File: config.mk
export PLATFORM = sky130hd
export DESIGN_NAME = fetch_cycle
export DESIGN_NICKNAME = d
export VERILOG_FILES = /design/src/rtl/fetch_cycle.sv
export SDC_FILE = /design/constraint.sdc
export NUM_CORES = 1
export LEC_CHECK = 0
export CORE_ASPECT_RATIO = 0.6
export CORE_MARGIN = 2
export CORE_UTILIZATION = 54
export CTS_CLUSTER_DIAMETER = 120
export DETAILED_ROUTE_END_ITERATION = 10
export GPL_ROUTABILITY_DRIVEN = 0
export GPL_TIMING_DRIVEN = 0
export MAX_ROUTING_LAYER = met4
export PLACE_DENSITY = 0.86
export SYNTH_ARGS = -nofsm -noshare
export SYNTH_HDL_FRONTEND = slang
export SYNTH_SLANG_ARGS = --single-unit
export TNS_END_PERCENT = 5
File: constraint.sdc
create_clock -name clk -period 3.51 [get_ports clk]
set_input_delay 1.053 -clock clk [delete_from_list [all_inputs] [get_ports clk]]
set_output_delay 1.053 -clock clk [all_outputs]
set_load 0.05 [all_outputs]
File: src/rtl/fetch_cycle.sv
// IF stage with IF/ID pipeline register: owns PCF, fetches over a req/gnt/rvalid
// instruction-memory handshake (one request in flight), and feeds D with bubbles when idle.
module fetch_cycle #(
  parameter logic [31:0] RESET_PC  = 32'h0000_0000,
  parameter logic [31:0] NOP_INSTR = 32'h0000_0013
) (
  input  logic        clk,
  input  logic        rst,
  input  logic        StallD,
  input  logic        FlushD,
  input  logic        PCSrcE,
  input  logic [31:0] PCTargetE,
  output logic        imem_req,
  output logic [31:0] imem_addr,
  input  logic        imem_gnt,
  input  logic        imem_rvalid,
  input  logic [31:0] imem_rdata,
  output logic [31:0] InstrD,
  output logic [31:0] PCD,
  output logic [31:0] PCPlus4D,
  output logic        ValidD
);

  typedef enum logic [1:0] {S_REQ, S_WAIT, S_HOLD, S_DROP} state_t;

  state_t      state, state_n;
  logic [31:0] pcf, pcf_n;
  logic [31:0] ipc, ipc_n;
  logic [31:0] hold_instr, hold_instr_n;
  logic [31:0] ipc_plus4;
  logic        deliver;
  logic [31:0] deliver_instr;

  assign ipc_plus4 = ipc + 32'd4;
  assign imem_addr = pcf;

  always_comb begin
    state_n       = state;
    pcf_n         = pcf;
    ipc_n         = ipc;
    hold_instr_n  = hold_instr;
    deliver       = 1'b0;
    deliver_instr = imem_rdata;
    imem_req      = 1'b0;

    case (state)
      S_REQ: begin
        imem_req = 1'b1;
        if (imem_gnt) begin
          ipc_n   = pcf;
          state_n = S_WAIT;
        end
      end
      S_WAIT: begin
        if (imem_rvalid) begin
          if (StallD) begin
            hold_instr_n = imem_rdata;
            state_n      = S_HOLD;
          end else begin
            deliver = 1'b1;
            pcf_n   = ipc_plus4;
            state_n = S_REQ;
          end
        end
      end
      S_HOLD: begin
        if (!StallD) begin
          deliver       = 1'b1;
          deliver_instr = hold_instr;
          pcf_n         = ipc_plus4;
          state_n       = S_REQ;
        end
      end
      S_DROP: begin
        if (imem_rvalid) state_n = S_REQ;
      end
      default: state_n = S_REQ;
    endcase

    // A redirect overrides stall and any pending delivery; an un-returned request becomes stale.
    if (PCSrcE) begin
      deliver      = 1'b0;
      pcf_n        = PCTargetE;
      hold_instr_n = hold_instr;
      case (state)
        S_REQ:          state_n = imem_gnt ? S_DROP : S_REQ;
        S_WAIT, S_DROP: state_n = imem_rvalid ? S_REQ : S_DROP;
        default:        state_n = S_REQ;
      endcase
    end
  end

  always_ff @(posedge clk or negedge rst) begin
    if (!rst) begin
      state      <= S_REQ;
      pcf        <= RESET_PC;
      ipc        <= '0;
      hold_instr <= '0;
    end else begin
      state      <= state_n;
      pcf        <= pcf_n;
      ipc        <= ipc_n;
      hold_instr <= hold_instr_n;
    end
  end

  // Flush beats stall; stall holds D; otherwise D takes the delivery or a bubble.
  always_ff @(posedge clk or negedge rst) begin
    if (!rst) begin
      InstrD   <= NOP_INSTR;
      PCD      <= '0;
      PCPlus4D <= '0;
      ValidD   <= 1'b0;
    end else if (FlushD || (!StallD && !deliver)) begin
      InstrD   <= NOP_INSTR;
      PCD      <= '0;
      PCPlus4D <= '0;
      ValidD   <= 1'b0;
    end else if (!StallD) begin
      InstrD   <= deliver_instr;
      PCD      <= ipc;
      PCPlus4D <= ipc_plus4;
      ValidD   <= 1'b1;
    end
  end

endmodule

# After elaboration in Yosys (flattened, before gate mapping)
# Index checks and enable logic that the tools add are counted.
word_totals:
  regBits: 195
  latchBits: 0
  mem_bits_rw: 0
  rom_bits: 0
  inputBits: 71
  output_inout_bits: 130
  word_cells: 57
  mem_count: 0
classes:
  add_sub_neg: 1
  mul: 0
  n_div: 0
  magnitude_cmp: 0
  n_eq_ne: 8
  shifts: 0
  muxes: 28
  n_bitwise: 1
  n_reduce_logical: 11
op_table:
  columns: ["cell", "count"]
  rows:
  - ["$mux 32", 10]
  - ["$pmux 32 s2", 1]
  - ["$add 32x3->32 const B", 1]
  - ["$mux 2", 8]
  - ["$ne 3x3->1 const B", 4]
  - ["$pmux 2 s4", 1]
  - ["$reduce_and 4->1", 2]
  - ["$mux 1", 6]
  - ["$eq 2x2->1 const B", 2]
  - ["$pmux 2 s2", 1]
  - ["$reduce_and 2->1", 2]
  - ["$reduce_bool 3->1", 1]
  - ["$eq 2x1->1 const B", 1]
  - ["$logic_not 1->1", 2]
  - ["$logic_not 2->1", 1]
  - ["$ne 2x1->1 const B", 1]
  - ["$pmux 1 s2", 1]
  - ["$reduce_or 2->1", 1]
  - ["$logic_and 1x1->1", 1]
  - ["$logic_or 1x1->1", 1]
  - ["$not 1->1", 1]

# Logic depth before layout (Yosys ltp)
# Gate-level depths: netlist of the first run.
depth:
  ltp_word: 8
  ltp_mapped: 10
  ltp_nobuf: 7

# Least setup slack after synthesis of the first run
# Ideal clock, no wire load.
synth_path:
  path_kind: "input-to-reg"
  from: "input port StallD"
  to: "register PCPlus4D[20]"
  setup_ps: 66
  arrival_time_ps: 2317
  required_ps: 3444
  slack_ps: 1127
  path_stages: 7
  path_buffers: 3
  path_cell_list: "clkbuf_1 -> nor2_1 -> nor4bb_1 -> clkbuf_1 -> clkbuf_1 -> o21ai_0 -> nand2_1"
synth_between:
  elab_chain_cells: 8
  elab_cells_between_ends: 10
  cone_classes: "eq/ne (1); mux (5); reduce/logical (4)"
synth_rtl:
  columns: ["element", "line_no", "source"]
  rows:
  - ["start: declaration", "9", "input logic StallD,"]
  - ["$mux 1", "56, 67", null]
  - ["$mux 1", "55", "if (imem_rvalid) begin"]
  - ["$pmux 1 s2", "46", "case (state)"]
  - ["$mux 1", "81", "if (PCSrcE) begin"]
  - ["$logic_not 1->1", "114", "end else if (FlushD || (!StallD && !deliver)) begin"]
  - ["$logic_and 1x1->1", "114", null]
  - ["$logic_or 1x1->1", "114", null]
  - ["$ne 2x1->1 (no source line) or $mux 32 (tied branches)", null, null]
  - ["end signal: assignment", "122", "PCPlus4D <= ipc_plus4;"]
  - ["end: declaration", "20", "output logic [31:0] PCPlus4D,"]
# Several ways; a longest one is shown, not always the timed one.
# A chain may end at the register's enable or synchronous reset.

# Worst setup path in the final report of the first run
layout_path:
  from: "register state[0]"
  to: "output port imem_req"
layout_between:
  elab_chain_cells: 2
layout_rtl:
  columns: ["element", "line_no", "source"]
  rows:
  - ["start: declaration", "26", "state_t state, state_n;"]
  - ["start signal: assignment", "100", "state <= state_n;"]
  - ["$logic_not 2->1", "46", null]
  - ["$mux 1", "46", null]
  - ["end: declaration", "13", "output logic imem_req,"]
# Every way passes these cells.

==> impl_metrics.json, run 1 <==
{
  "outcome": "finished clean",
  "hpwl_um": 16700,
  "hold_end": "PCPlus4D[2]",
  "grt_pass1_vias": 6623,
  "yosys_register_bits": 193,
  "syn-cell-area_mm2": 0.00843,
  "worstMarginPinSlew_ns": 1.14,
  "synth_cell_type_count": 48,
  "cts_post_setup_buffers_inserted": 0,
  "nFillCells": 1050,
  "cp_top_family": "buffers and inverters",
  "seq_area_mm2": 0.00483,
  "antenna_cells": 0,
  "cts_buffers": 17,
  "routed_wl_um": 23600,
  "start_kind": "flip-flop",
  "synth_top_family_by_area": "multiplexers",
  "dp_cells": 1133,
  "grt_usage_pct": 29.7,
  "drc": 0,
  "grt-ovfl-total": 0,
  "finClkSkew_ns": 0.0116,
  "grt_max_degree": 108,
  "synthAdderAreaFrac_pct": 0.890,
  "holdPathStages": 2,
  "p_per_area_mw_per_mm2": 690,
  "seq_area_frac_synth_pct": 57.3,
  "worstSetupPathType": "flip-flop to primary output",
  "final.setup.tns_ns": 0,
  "power_leakage_uw": 0.00482,
  "critPathCaptureType": "primary output",
  "cp.arrival_ns": 2.09,
  "multiInputGateArea_mm2": 0.00333,
  "drt_pass1_iterations": 5,
  "fin_crit_sh_pct": 89.6,
  "synth_compound_area_share_pct": 11.6,
  "timing.rr.end": "imem_addr[22]",
  "dieWidth_um": 165,
  "start_util_pct": 55.0,
  "hold_class": "flip-flop to flip-flop",
  "power.total_uw": 7840,
  "viasPerCell": 5.80,
  "grt_pass1_wl_um": 36200,
  "design_area_mm2": 0.0114,
  "drive_above_1_share_pct": 12.6,
  "numPortBuffers": 199,
  "cts.sinks": 193,
  "maxCapViolations": 0,
  "rows": 35,
  "die_h_um": 101,
  "critPathMaxFanout": 5,
  "syn_nets": 807,
  "cts_hold_buf": 0,
  "post-route-min-period_ns": 3.15,
  "ios": 201,
  "synth_xor_area_share_pct": 2.80,
  "vdd_ir_drop_max_uv": 371,
  "nNetsFinal": 1026,
  "ys_async_sr_fraction_pct": 100,
  "synthMostInstantiatedCell": "dfrtp_1",
  "synthFlopType": "dfrtp_1",
  "regToRegSetupSlack_ns": 0.39,
  "synth_top_area_cell": "dfrtp_1",
  "post_drt_wl_per_cell_um": 20.2,
  "num_vias": 6754,
  "grt_antenna_before_repair": 0,
  "ys_warn_count": 0,
  "grt_setup_unrepaired": "no",
  "clkSlewWorstSetupHoldPaths_ns": 0.07,
  "crit_start": "state[0]",
  "fmax_mhz": 318,
  "insertion_delay_ns": 0.43,
  "cts_tree": "done",
  "r2r_start": "ipc[3]",
  "yosys.area_share.simple_pct": 11.4,
  "post_synth_mux_area_share_pct": 12.8,
  "crit_required_ns": 2.46,
  "final_util_pct": 74.1,
  "critPathBufInv": 2,
  "yosys-top-cells-count": "dfrtp_1, nand2_1, o21ai_0, mux2_2",
  "cts_htree_levels": 4,
  "slowest_stage": "clkdlybuf4s50_1",
  "worstRegToRegCells": 6,
  "die_area_mm2": 0.0167,
  "dpl_cell_area_mm2": 0.0107,
  "cts_buffer_depth": 2,
  "finalNonFillerCells": 1164,
  "path_cells": "inv_1 -> ha_1 -> clkdlybuf4s50_1",
  "synth_top_area_share_pct": 56.4,
  "syn-instance-count": 730,
  "slew_headroom_pct": 23.2,
  "synthTopCellsByArea": "dfrtp_1, mux2_2, nand2_1",
  "finalHoldViolCount": 0,
  "drt_iter0_drc": 602,
  "post_cts_resize_count": 0,
  "min_from": "PCPlus4D[2]",
  "root_buffer": "clkbuf_16",
  "finalSetupViolCount": 0,
  "final_max_slew_viol_count": 0,
  "area_delta_synth_final_pct": 34.7,
  "coreArea_mm2": 0.0153,
  "syn_avg_cell_area_um2": 11.6,
  "ant_nets": 0,
  "slowest_delay_ns": 0.84,
  "synth-edff-count": 0
}
-- report_power, final --
group	leakage [uW]	switching, uW	internal, uW
combinational	0.00200	1450	1060
sequential	0.00251	484	2720
clock	0.000316	878	1250
total	0.00482	2820	5030
-- flip-flops by register name, indices dropped and copies added (netlist names) --
name and flops:
InstrD 32, PCPlus4D 30, imem_addr 32, state 2, ipc 32, ValidD 1, PCD 32, hold_instr 32
-- placed cells by master, fill, tap and decap left out, types with 6 or more instances in the layout --
cell type	count
mux2i_1	36
dfrtp_1	190
buf_1	6
o21ai_0	71
a21o_1	8
nand3_1	10
a211oi_1	7
o221ai_1	13
a21oi_1	13
xnor2_1	19
clkbuf_1	36
ha_1	6
inv_1	7
nand4_1	7
mux2_2	64
nor3_1	7
a22o_1	31
clkbuf_16	17
clkdlybuf4s50_1	198
nand2_1	116
nor2_1	24
xor2_1	8
-- metrics by stage --
step	hold slack (ns)	setup WS [ns]
2_1_floorplan	0.479	1.13
3_3_place_gp	0.462	-6.51
3_5_place_dp	0.468	0.0723
4_1_cts	0.485	0.376
5_1_grt	0.505	0.257
6_report	0.479	0.363
-- per-layer routing --
layer  share of wire [%]  GRT usage (%)  vias up
met2                  44           43.8      329
met4                 1.4           7.69        0
li1                    -              -     3017
met1                  46           42.3     3375
met3                 8.2           6.33       33
met5                   0              -        -
-- tightest hold or removal path: cells and delay by family, from the launching register on --
| family | cells | cell delay (ns) |
|---|---|---|
| AND/OR/NAND/NOR | 1 | 0.05 |
| AO/OA/AOI/OAI | 1 | 0.06 |
| flip-flops | 1 | 0.34 |
-- how the worst max path moves through the flow --
stage                     cells after the start  slack [ns]            end
after floorplan                               7        1.13   PCPlus4D[20]
after global placement                        1       -6.51   PCPlus4D[16]
after detailed placement                      7        0.07   PCPlus4D[20]
after CTS                                     3        0.38       imem_req
after global routing                          6        0.26  imem_addr[22]
final                                         3        0.36       imem_req
-- cell families (layout without fill, tap and decap cells) --
logic type                 count (synthesis)  in the layout
and+or+nand+nor                          195            195
DFF                                      193            193
AOI/OAI and AO/OA                        150            150
muxes                                    100            100
buffers and inverters                     59            290
xor gates and xnor gates                  27             27
adders and majority gates                  6              6
-- layout make-up --
type | instances | share of cell area (%)
Multi-Input combinational cell | 478 | 29.3
Inverter | 7 | 0.231
Timing Repair Buffer | 200 | 17.8
Clock inverter | 12 | 1.73
Tap cell | 203 | 2.24
Sequential cell | 193 | 42.5
Clock buffer | 19 | 3.99
Buffer | 52 | 2.16
No activity file was read; power rests on OpenSTA's default activity.
==> inputs of run 2 (changes only) <==
- ABC_CLOCK_PERIOD_IN_PS: default -> 3510
==> results of run 2 <==
Same layout as run 1: the final DEF is identical, and so are final timing and power.
==> inputs of run 3 (changes only) <==
==> constraint.sdc (replaced) <==
create_clock -name clk -period 3.51 [get_ports clk]
set_input_delay 1.053 -clock clk [delete_from_list [all_inputs] [get_ports clk]]
set_output_delay 1.053 -clock clk [all_outputs]
set_load 0.1 [all_outputs]
==> run 3 against run 2 <==
Critical endpoint is now InstrD[1]. Routed wire length is 0.22% lower. Flip-flop and latch count did not move. Clock power about the same.
==> impl_metrics.json, run 3 (synthesized netlist as in run 1, its figures left out) <==
{
  "outcome": "finished clean",
  "cp_top_family": "buffers and inverters",
  "clkSlewWorstSetupHoldPaths_ns": 0.07,
  "layout_common_cells": "clkdlybuf4s50_1, dfrtp_1, nand2_1, o21ai_0, mux2_2",
  "drc": 0,
  "critPathMaxFanout": 2,
  "root_buffer": "clkbuf_16",
  "p_per_area_mw_per_mm2": 734,
  "finClkSkew_ns": 0.0103,
  "dieWidth_um": 165,
  "maxCapViolations": 0,
  "grt_pass1_wl_um": 36200,
  "finalHoldViolCount": 0,
  "path_cells": "clkdlybuf4s50_1",
  "worstMarginPinSlew_ns": 1.14,
  "critPathCaptureType": "primary output",
  "grt_pass1_vias": 6623,
  "grt_setup_unrepaired": "no",
  "nNetsFinal": 1026,
  "post_drt_wl_per_cell_um": 20.2,
  "worstSetupPathType": "flip-flop to primary output",
  "finalNonFillerCells": 1164,
  "numPortBuffers": 199,
  "final_common_cell": "clkdlybuf4s50_1",
  "num_vias": 6750,
  "routed_wl_um": 23500,
  "rows": 35,
  "cts.sinks": 193,
  "ant_nets": 0,
  "cp.arrival_ns": 2.11,
  "dp_cells": 1133,
  "vdd_ir_drop_max_uv": 464,
  "hpwl_um": 16700,
  "slowest_delay_ns": 1.14,
  "hold_class": "flip-flop to flip-flop",
  "grt-ovfl-total": 0,
  "post-route-min-period_ns": 3.16,
  "ios": 201,
  "fmax_mhz": 316,
  "antenna_cells": 0,
  "finalSetupViolCount": 0,
  "start_kind": "flip-flop",
  "insertion_delay_ns": 0.43,
  "viasPerCell": 5.80,
  "die_area_mm2": 0.0167,
  "area_delta_synth_final_pct": 34.7,
  "critPathBufInv": 1,
  "fin_crit_sh_pct": 90.0,
  "cts_buffers": 17,
  "power_leakage_uw": 0.00483,
  "cts_hold_buf": 0,
  "slowest_stage": "clkdlybuf4s50_1",
  "start_util_pct": 55.0,
  "grt_usage_pct": 29.7,
  "cts_buffer_depth": 2,
  "coreArea_mm2": 0.0153,
  "crit_required_ns": 2.46,
  "cts_htree_levels": 4,
  "final_max_slew_viol_count": 0,
  "grt_max_degree": 108,
  "die_h_um": 101,
  "drt_iter0_drc": 619,
  "grt_antenna_before_repair": 0,
  "drive_above_1_share_pct": 12.6,
  "cts_tree": "done",
  "drt_pass1_iterations": 7,
  "final.setup.tns_ns": 0,
  "slew_headroom_pct": 23.4
}
==> run 3: cell count changes in the layout (fill, tap and decap cells not counted) <==
| cell | previous run | this run |
|---|---|---|
| clkdlybuf4s50_1 | 198 | 197 |
| dlymetal6s2s_1 | 0 | 1 |
==> run 3: routing by layer <==
layer	track usage (%)	vias to the layer above	share of wire (%)
met5	-	-	0
met4	7.69	0	1.4
met3	6.33	32	8.4
met2	43.8	339	45
met1	42.3	3357	46
li1	-	3022	-
==> run 3: worst paths after layout <==
path | startpoint | end | slack (ns) | cells past startpoint
worst max-delay path | InstrD[1] | InstrD[1] | 0.35 | 1
min in group asynchronous | rst | InstrD[5] | 0.62 | 1
worst min register to register | PCPlus4D[2] | PCPlus4D[2] | 0.48 | 2
worst max register to register | ipc[3] | imem_addr[22] | 0.39 | 6
max in group asynchronous | rst | ipc[22] | 1.91 | 2
worst min-delay path | PCPlus4D[2] | PCPlus4D[2] | 0.48 | 2
==> run 3: layout make-up <==
type	count	area, um2
clock buffers	19	453
well taps	203	254
repair buffers	200	2030
multi-input cells	478	3330
clock inverters	12	196
fillers	1049	3960
flip-flops and latches	193	4830
inverters	7	26.3
plain buffers	52	245
==> run 3: power by group <==
part           internal (uW)  switching (uW)
clock                   1250             876
combinational           1050            1950
sequential              2720             483
==> run 3: what timing repair did <==
action                                 CTS  global route
resized for setup                        0             1
setup buffers                            0             0
endpoints found under the hold margin    0             0
setup endpoints to repair                0             1
==> run 3: per-stage QoR <==
step | instance area (um2) | worst slack (ns) | hold slack (ns) | util, % | total power (uW)
floorplan | 8430 | 1.12 | 0.479 | - | 5330
global placement | 10700 | -6.51 | 0.462 | 69.7 | 6110
detailed placement | 10700 | 0.0723 | 0.468 | 69.9 | 6200
CTS | 11400 | 0.0442 | 0.485 | 74.1 | 8340
global route | 11400 | 0.257 | 0.505 | 74.1 | 8680
finish | 11400 | 0.349 | 0.478 | 74.1 | 8340
